[config.mk]
export PLATFORM = sky130hd
export DESIGN_NAME = vreg_access_arbiter
export DESIGN_NICKNAME = d
export VERILOG_FILES = /design/src/rtl/vreg_access_arbiter_pkg.sv /design/src/rtl/vreg_access_arbiter_rr_pick.sv /design/src/rtl/vreg_access_arbiter.sv
export SDC_FILE = /design/constraint.sdc
export NUM_CORES = 1
export LEC_CHECK = 0
export BUFFER_PORTS_ARGS = -buffer_cell sky130_fd_sc_hd__clkbuf_2
export CORE_AREA = 8 8 131 133
export DETAILED_ROUTE_END_ITERATION = 16
export DIE_AREA = 0 0 139 141
export PLACE_DENSITY_LB_ADDON = 0.3
export SKIP_LAST_GASP = 1
export SLEW_MARGIN = 20
export SYNTH_ARGS = -nofsm -noshare
export SYNTH_HDL_FRONTEND = slang
export SYNTH_HIERARCHICAL = 1
export SYNTH_SLANG_ARGS = --single-unit
[constraint.sdc]
create_clock -name clk -period 2.3 [get_ports clk]
set_clock_uncertainty 0.2 [all_clocks]
set_input_delay 0.115 -clock clk [delete_from_list [all_inputs] [get_ports clk]]
set_output_delay 0.115 -clock clk [all_outputs]
set_load 0.02 [all_outputs]
[src/rtl/vreg_access_arbiter_pkg.sv]
// Shared types and sizing helpers for the vector register file access arbiter.
package vreg_arb_pkg;

    localparam int DEF_DATA_W   = 64;
    localparam int DEF_NUM_REGS = 2;

    typedef enum logic [1:0] {
        IDLE  = 2'd0,
        ISSUE = 2'd1,
        RESP  = 2'd2
    } state_t;

    // Index width for n entries; never narrower than one bit.
    function automatic int reg_w(input int n);
        return (n <= 2) ? 1 : $clog2(n);
    endfunction

endpackage

[src/rtl/vreg_access_arbiter_rr_pick.sv]
// Combinational round-robin selector: first valid entry at or above ptr, with wrap.
module rr_pick
    import vreg_arb_pkg::*;
#(
    parameter int NREQ = 2,
    localparam int IDX_W = reg_w(NREQ)
) (
    input  logic [NREQ-1:0]  valid,
    input  logic [IDX_W-1:0] ptr,
    output logic [NREQ-1:0]  grant,
    output logic [IDX_W-1:0] idx
);

    logic [IDX_W-1:0] cand [NREQ];

    for (genvar i = 0; i < NREQ; i++) begin : g_cand
        assign cand[i] = IDX_W'((int'(ptr) + i) % NREQ);
    end

    // Scan from the farthest candidate down so the nearest valid one wins.
    always_comb begin
        grant = '0;
        idx   = '0;
        for (int i = NREQ - 1; i >= 0; i--) begin
            if (valid[cand[i]]) begin
                grant          = '0;
                grant[cand[i]] = 1'b1;
                idx            = cand[i];
            end
        end
    end

endmodule

[src/rtl/vreg_access_arbiter.sv]
// Shares the vector register file read/write ports between NREQ requesters,
// one transaction at a time, with round-robin grant and per-requester responses.
module vreg_access_arbiter
    import vreg_arb_pkg::*;
#(
    parameter int NREQ     = 2,
    parameter int DATA_W   = DEF_DATA_W,
    parameter int NUM_REGS = DEF_NUM_REGS,
    localparam int REG_W   = reg_w(NUM_REGS),
    localparam int IDX_W   = reg_w(NREQ)
) (
    input  logic                    clk,
    input  logic                    rst_n,
    input  logic [NREQ-1:0]         req_valid,
    output logic [NREQ-1:0]         req_ready,
    input  logic [NREQ-1:0]         req_we,
    input  logic [NREQ*REG_W-1:0]   req_reg,
    input  logic [NREQ*DATA_W-1:0]  req_wdata,
    output logic [NREQ-1:0]         resp_valid,
    input  logic [NREQ-1:0]         resp_ready,
    output logic [DATA_W-1:0]       resp_rdata,
    output logic                    rf_we,
    output logic [REG_W-1:0]        rf_wsel,
    output logic [DATA_W-1:0]       rf_wdata,
    output logic [REG_W-1:0]        rf_rsel,
    input  logic [DATA_W-1:0]       rf_rdata
);

    state_t           state;
    logic [IDX_W-1:0] rr_ptr;
    logic [IDX_W-1:0] owner;
    logic             is_wr;
    logic [NREQ-1:0]  win_grant;
    logic [IDX_W-1:0] win_idx;
    logic [IDX_W-1:0] ptr_next;
    logic             accept;

    rr_pick #(.NREQ(NREQ)) u_pick (
        .valid (req_valid),
        .ptr   (rr_ptr),
        .grant (win_grant),
        .idx   (win_idx)
    );

    // Gated by rst_n so grants vanish the instant reset asserts.
    assign req_ready = (rst_n && state == IDLE) ? win_grant : '0;
    assign accept    = |(req_valid & req_ready);
    assign ptr_next  = (win_idx == IDX_W'(NREQ - 1)) ? '0 : win_idx + 1'b1;

    always_comb begin
        resp_valid = '0;
        if (state == RESP) resp_valid[owner] = 1'b1;
    end

    always_ff @(posedge clk or negedge rst_n) begin
        if (!rst_n) begin
            state      <= IDLE;
            rr_ptr     <= '0;
            owner      <= '0;
            is_wr      <= 1'b0;
            rf_we      <= 1'b0;
            rf_wsel    <= '0;
            rf_wdata   <= '0;
            rf_rsel    <= '0;
            resp_rdata <= '0;
        end else begin
            case (state)
                IDLE: begin
                    if (accept) begin
                        owner   <= win_idx;
                        is_wr   <= req_we[win_idx];
                        rf_we   <= req_we[win_idx];
                        rf_rsel <= req_reg[win_idx*REG_W +: REG_W];
                        // Write port fields only move on writes so they hold otherwise.
                        if (req_we[win_idx]) begin
                            rf_wsel  <= req_reg[win_idx*REG_W +: REG_W];
                            rf_wdata <= req_wdata[win_idx*DATA_W +: DATA_W];
                        end
                        rr_ptr  <= ptr_next;
                        state   <= ISSUE;
                    end
                end
                ISSUE: begin
                    rf_we <= 1'b0;
                    if (is_wr) begin
                        state <= IDLE;
                    end else begin
                        resp_rdata <= rf_rdata;
                        state      <= RESP;
                    end
                end
                RESP: begin
                    if (resp_ready[owner]) state <= IDLE;
                end
                default: state <= IDLE;
            endcase
        end
    end

endmodule

==> results of run 1 <==
-- cells in the mapped netlist (all sizes together), types with 2 or more instances --
| cell | n | area (um2) |
|---|---|---|
| nand2b | 2 | 12.5 |
| nor2 | 2 | 7.51 |
| and2 | 2 | 12.5 |
| mux2 | 196 | 2210 |
| nor3b | 2 | 15.0 |
| clkbuf | 8 | 30.0 |
| dfrtp | 136 | 3400 |
| inv | 3 | 11.3 |
| o21ai | 2 | 10.0 |
| buf | 15 | 110 |
| a21boi | 2 | 15.0 |
-- through the flow --
step           hold WS [ns]  setup slack [ns]
3_3_place_gp         0.0940             0.193
2_1_floorplan        -0.381             0.106
3_5_place_dp          0.104             0.124
-- cells by family after synthesis --
| family | after synthesis |
|---|---|
| buffers and inverters | 26 |
| flip-flops | 136 |
| multiplexers | 197 |
| AO/OA/AOI/OAI | 8 |
| AND/OR/NAND/NOR | 12 |
==> reports/metrics.yaml, run 1 <==
die_w_um: 139
place_area_um2: 7880
synth_cell_types: 24
synth_cells: 379
syn_avg_cell_area_um2: 15.6
cts_buffer_depth: 2
place_congestion: 0.797
die_y_um: 141
synthXorXnorAreaFrac_pct: 0
cts_buffers: 17
ctsResizeCount: 0
syn_area_um2: 5920
clock_sinks: 136
portBuffers: 336
synthMuxAreaShare_pct: 37.5
synth-edff-count: 0
synth_compound_area_share_pct: 0.973
yosysSeqAreaShare_pct: 57.5
first-error: "[ERROR RSZ-0060] Max buffer count reached."
synth_ff_type: "dfrtp_1"
dp.cells: 893
synth_fa_ha_area_share_pct: 0
haltStage: "clock tree synthesis"
rows: 45
async_reset_ff_share_pct: 100
start_util_pct: 39.5
synth_top_family_by_area: "multiplexers"
dp_hpwl_mm: 13.7
htreeDepth: 4
cts_root_buffer: "clkbuf_16"
syn_nets: 581
hold_buffers: 186
post_cts_buffers: 0
ys_warn_count: 6
ys_ff_latch: 136
status: "aborted with a tool error"
ios: 337
synthSimpleGateAreaFrac_pct: 1.48
==> inputs of run 2 (changes only) <==
--- a/config.mk
+++ b/config.mk
@@ -6,10 +6,10 @@
 export NUM_CORES = 1
 export LEC_CHECK = 0
 export BUFFER_PORTS_ARGS = -buffer_cell sky130_fd_sc_hd__clkbuf_2
-export CORE_AREA = 8 8 131 133
+export CORE_AREA = 8 8 148 150
 export DETAILED_ROUTE_END_ITERATION = 16
-export DIE_AREA = 0 0 139 141
-export PLACE_DENSITY_LB_ADDON = 0.3
+export DIE_AREA = 0 0 156 158
+export PLACE_DENSITY_LB_ADDON = 0.15
 export SKIP_LAST_GASP = 1
 export SLEW_MARGIN = 20
 export SYNTH_ARGS = -nofsm -noshare
==> constraint.sdc (replaced) <==
create_clock -name clk -period 2.99 [get_ports clk]
set_clock_uncertainty 0.2 [all_clocks]
set_input_delay 0.1495 -clock clk [delete_from_list [all_inputs] [get_ports clk]]
set_output_delay 0.1495 -clock clk [all_outputs]
set_load 0.02 [all_outputs]
==> run 2 against run 1 <==
Net effect: the flow now finishes without violations; area after synthesis unchanged; synthesized cell count did not move.
==> reports/metrics.yaml, run 2 <==
final_common_cell: "clkbuf_2"
dr_total_vias: 5176
place_area_um2: 7900  # +0.25%
hold_violations: 0
finalSetupViolCount: 0
whs_ns: 0.0692
die-area_um2: 24600
arrival_ns: 2.91
htreeDepth: 4  # unchanged
synth_cells: 379  # unchanged
cp_max_fo: 51
synth_top_cell_by_area: "dfrtp_1"
power.total_w: 0.00928
layout-drive-gt1-share_pct: 58.8
layout_min_cycle_time_ns: 2.82
coreArea_um2: 19700
cts.clk_slew.worst_paths_ns: 0.06
grt_first_pass_wirelength_mm: 30.7
portBuffers: 336  # unchanged
cts_root_buffer: "clkbuf_16"
vdd_ir_drop_max_v: 0.000540
reg2regPathDepth: 6
cts_buffers: 17  # unchanged
critPathKind: "reg2reg"
end_kind: "flop"
total_leakage_power_nw: 5.00
start_util_pct: 30.0  # -9.5 points
cap_violations: 0
status: "finished, final reports clean"
wl_per_cell_um: 16.4
nFillCells: 1670
post_cts_buffers: 0  # unchanged
syn_nets: 581  # unchanged
yosysSeqAreaShare_pct: 57.5  # unchanged
drc: 0
grt_max_degree: 73
rows: 52  # +16%
layout.nets: 1117
final_cell_mix: "335 x clkbuf_2, 197 x dlygate4sd3_1, 168 x mux2_2"
synth.area.top_cells: "dfrtp_1 58%, mux2_2 32%, mux2_1 5.3%, buf_6 0.76%, buf_2 0.59%"
critPathLaunchType: "flop"
synthTopCellsByCount: "168 x mux2_2, 136 x dfrtp_1, 28 x mux2_1, 8 x clkbuf_1, 7 x buf_2"
slew_headroom_pct: 39.1
die_y_um: 158  # +12%
finalCritPeriodShare_pct: 94.3
clock_sinks: 136  # unchanged
r2r_setup_slack_ns: 0.17
postLayoutCoreUtil_pct: 52.8
avgViaCountPerCell: 4.32
min_path_type: "in2reg"
clock_latency_ns: 0.41
syn_area_um2: 5920  # unchanged
ys_warn_count: 6  # unchanged
hold_start: "req_valid[1]"
fin_area_um2: 10400
area_delta_synth_final_pct: 76.0
grt_usage_pct: 15.9
fmax_mhz: 355
dp_hpwl_mm: 13.6  # -1.1%
grtUsageMet3_pct: 7.45
grt_use_met2_pct: 27.4
r2r-start: "rr_ptr"
slew_viol_final: 0
drt-initial-drc-count: 185
wl_mm: 19.6
grt_util_met1_pct: 16.4
rsz0062_at_grt: "no"
r2r_end: "rf_wdata[51]"
grt_overflow: 0
synthDominantCellAreaShare_pct: 57.5  # unchanged
syn_avg_cell_area_um2: 15.6  # unchanged
ant_nets: 0
die_w_um: 156  # +12%
synth_ff_type: "dfrtp_1"
synth-edff-count: 0  # unchanged
cts_tree: "yes"
synth_cell_types: 24  # unchanged
hold_depth: 3
grt_antenna_before_repair: 0
finalSetupTns_ns: 0
ios: 337  # unchanged
worst_ep_required_time_ns: 3.08
p_per_area_nw_per_um2: 891
cts_buffer_depth: 2  # unchanged
async_reset_ff_share_pct: 100  # unchanged
place_congestion: 0.805  # +0.98%
antennaDiodeCount: 0
tightest_slew_ns: 0.914
firstDrtPassIters: 4
worstHoldEndpoint: "rr_ptr"
grt_pass1_vias: 5973
grt.busiest_layer: "met2"
ys_ff_latch: 136  # unchanged
reg.largest.list: "resp_rdata (64), rf_wdata (64), state (2)"
synth.most_common_cell: "mux2_2"
run 2: per-layer routing:
layer	wire length [um]	part of all wire, %
met5	0	0
met4	443	2.3
met1	7210	37
met2	9820	50
met3	2140	11
run 2: final cells by class:
class / instances / area [um2] / area share [%]
Inverter: 3 / 11.3 / 0.108
Timing Repair Buffer: 540 / 3740 / 35.9
Multi-Input combinational cell: 217 / 2380 / 22.9
Tap cell: 270 / 338 / 3.24
Clock inverter: 14 / 115 / 1.11
Clock buffer: 18 / 429 / 4.12
Sequential cell: 136 / 3400 / 32.7
run 2: report_power, final:
part | internal, W | switching [W] | leakage (nW)
sequential | 0.00277 | 0.000502 | 1.63
clock | 0.00108 | 0.000850 | 0.252
combinational | 0.00184 | 0.00224 | 3.11
total | 0.00569 | 0.00360 | 5.00
run 2: metrics by stage:
step	setup WS (ns)	std cells
6_report	0.170	1198
5_1_grt	0.0512	1198
4_1_cts	0.189	1198
3_5_place_dp	0.752	969
3_3_place_gp	0.802	969
2_1_floorplan	0.796	379
run 2: critical path: stages (launching register included):
cell           delay (ns)
dfrtp_1              0.36
inv_1                0.08
a21boi_4             0.19
buf_4                0.55
mux2_2               0.42
dlygate4sd3_1        0.56
mux2_1               0.29
run 2: worst max path at each step:
stage | cells after the start | end | startpoint | slack (ns)
after global placement | 5 | rf_wdata[48] | rr_ptr | 0.80
final | 6 | rf_wdata[51] | rr_ptr | 0.17
after CTS | 6 | rf_wdata[43] | rr_ptr | 0.19
after global routing | 6 | rf_wdata[50] | rr_ptr | 0.05
after floorplan | 7 | rf_wdata[35] | rr_ptr | 0.80
after detailed placement | 5 | rf_wdata[43] | rr_ptr | 0.75
run 2: cells by family (layout without fill, tap and decap cells):
group | after synthesis | in the layout | synth area share, %
AND/OR/NAND/NOR | 12 | 12 | 1.48
flip-flops | 136 | 136 | 57.5
AO/OA/AOI/OAI | 8 | 8 | 0.973
buffers and inverters | 26 | 575 | 2.56
multiplexers | 197 | 197 | 37.5
run 2: what timing repair did:
action	4_1_cts	5_1_grt
gates resized for setup	0	0
endpoints found under the hold margin	196	0
hold buffers	197	0
(Power assumes the default switching activity.)
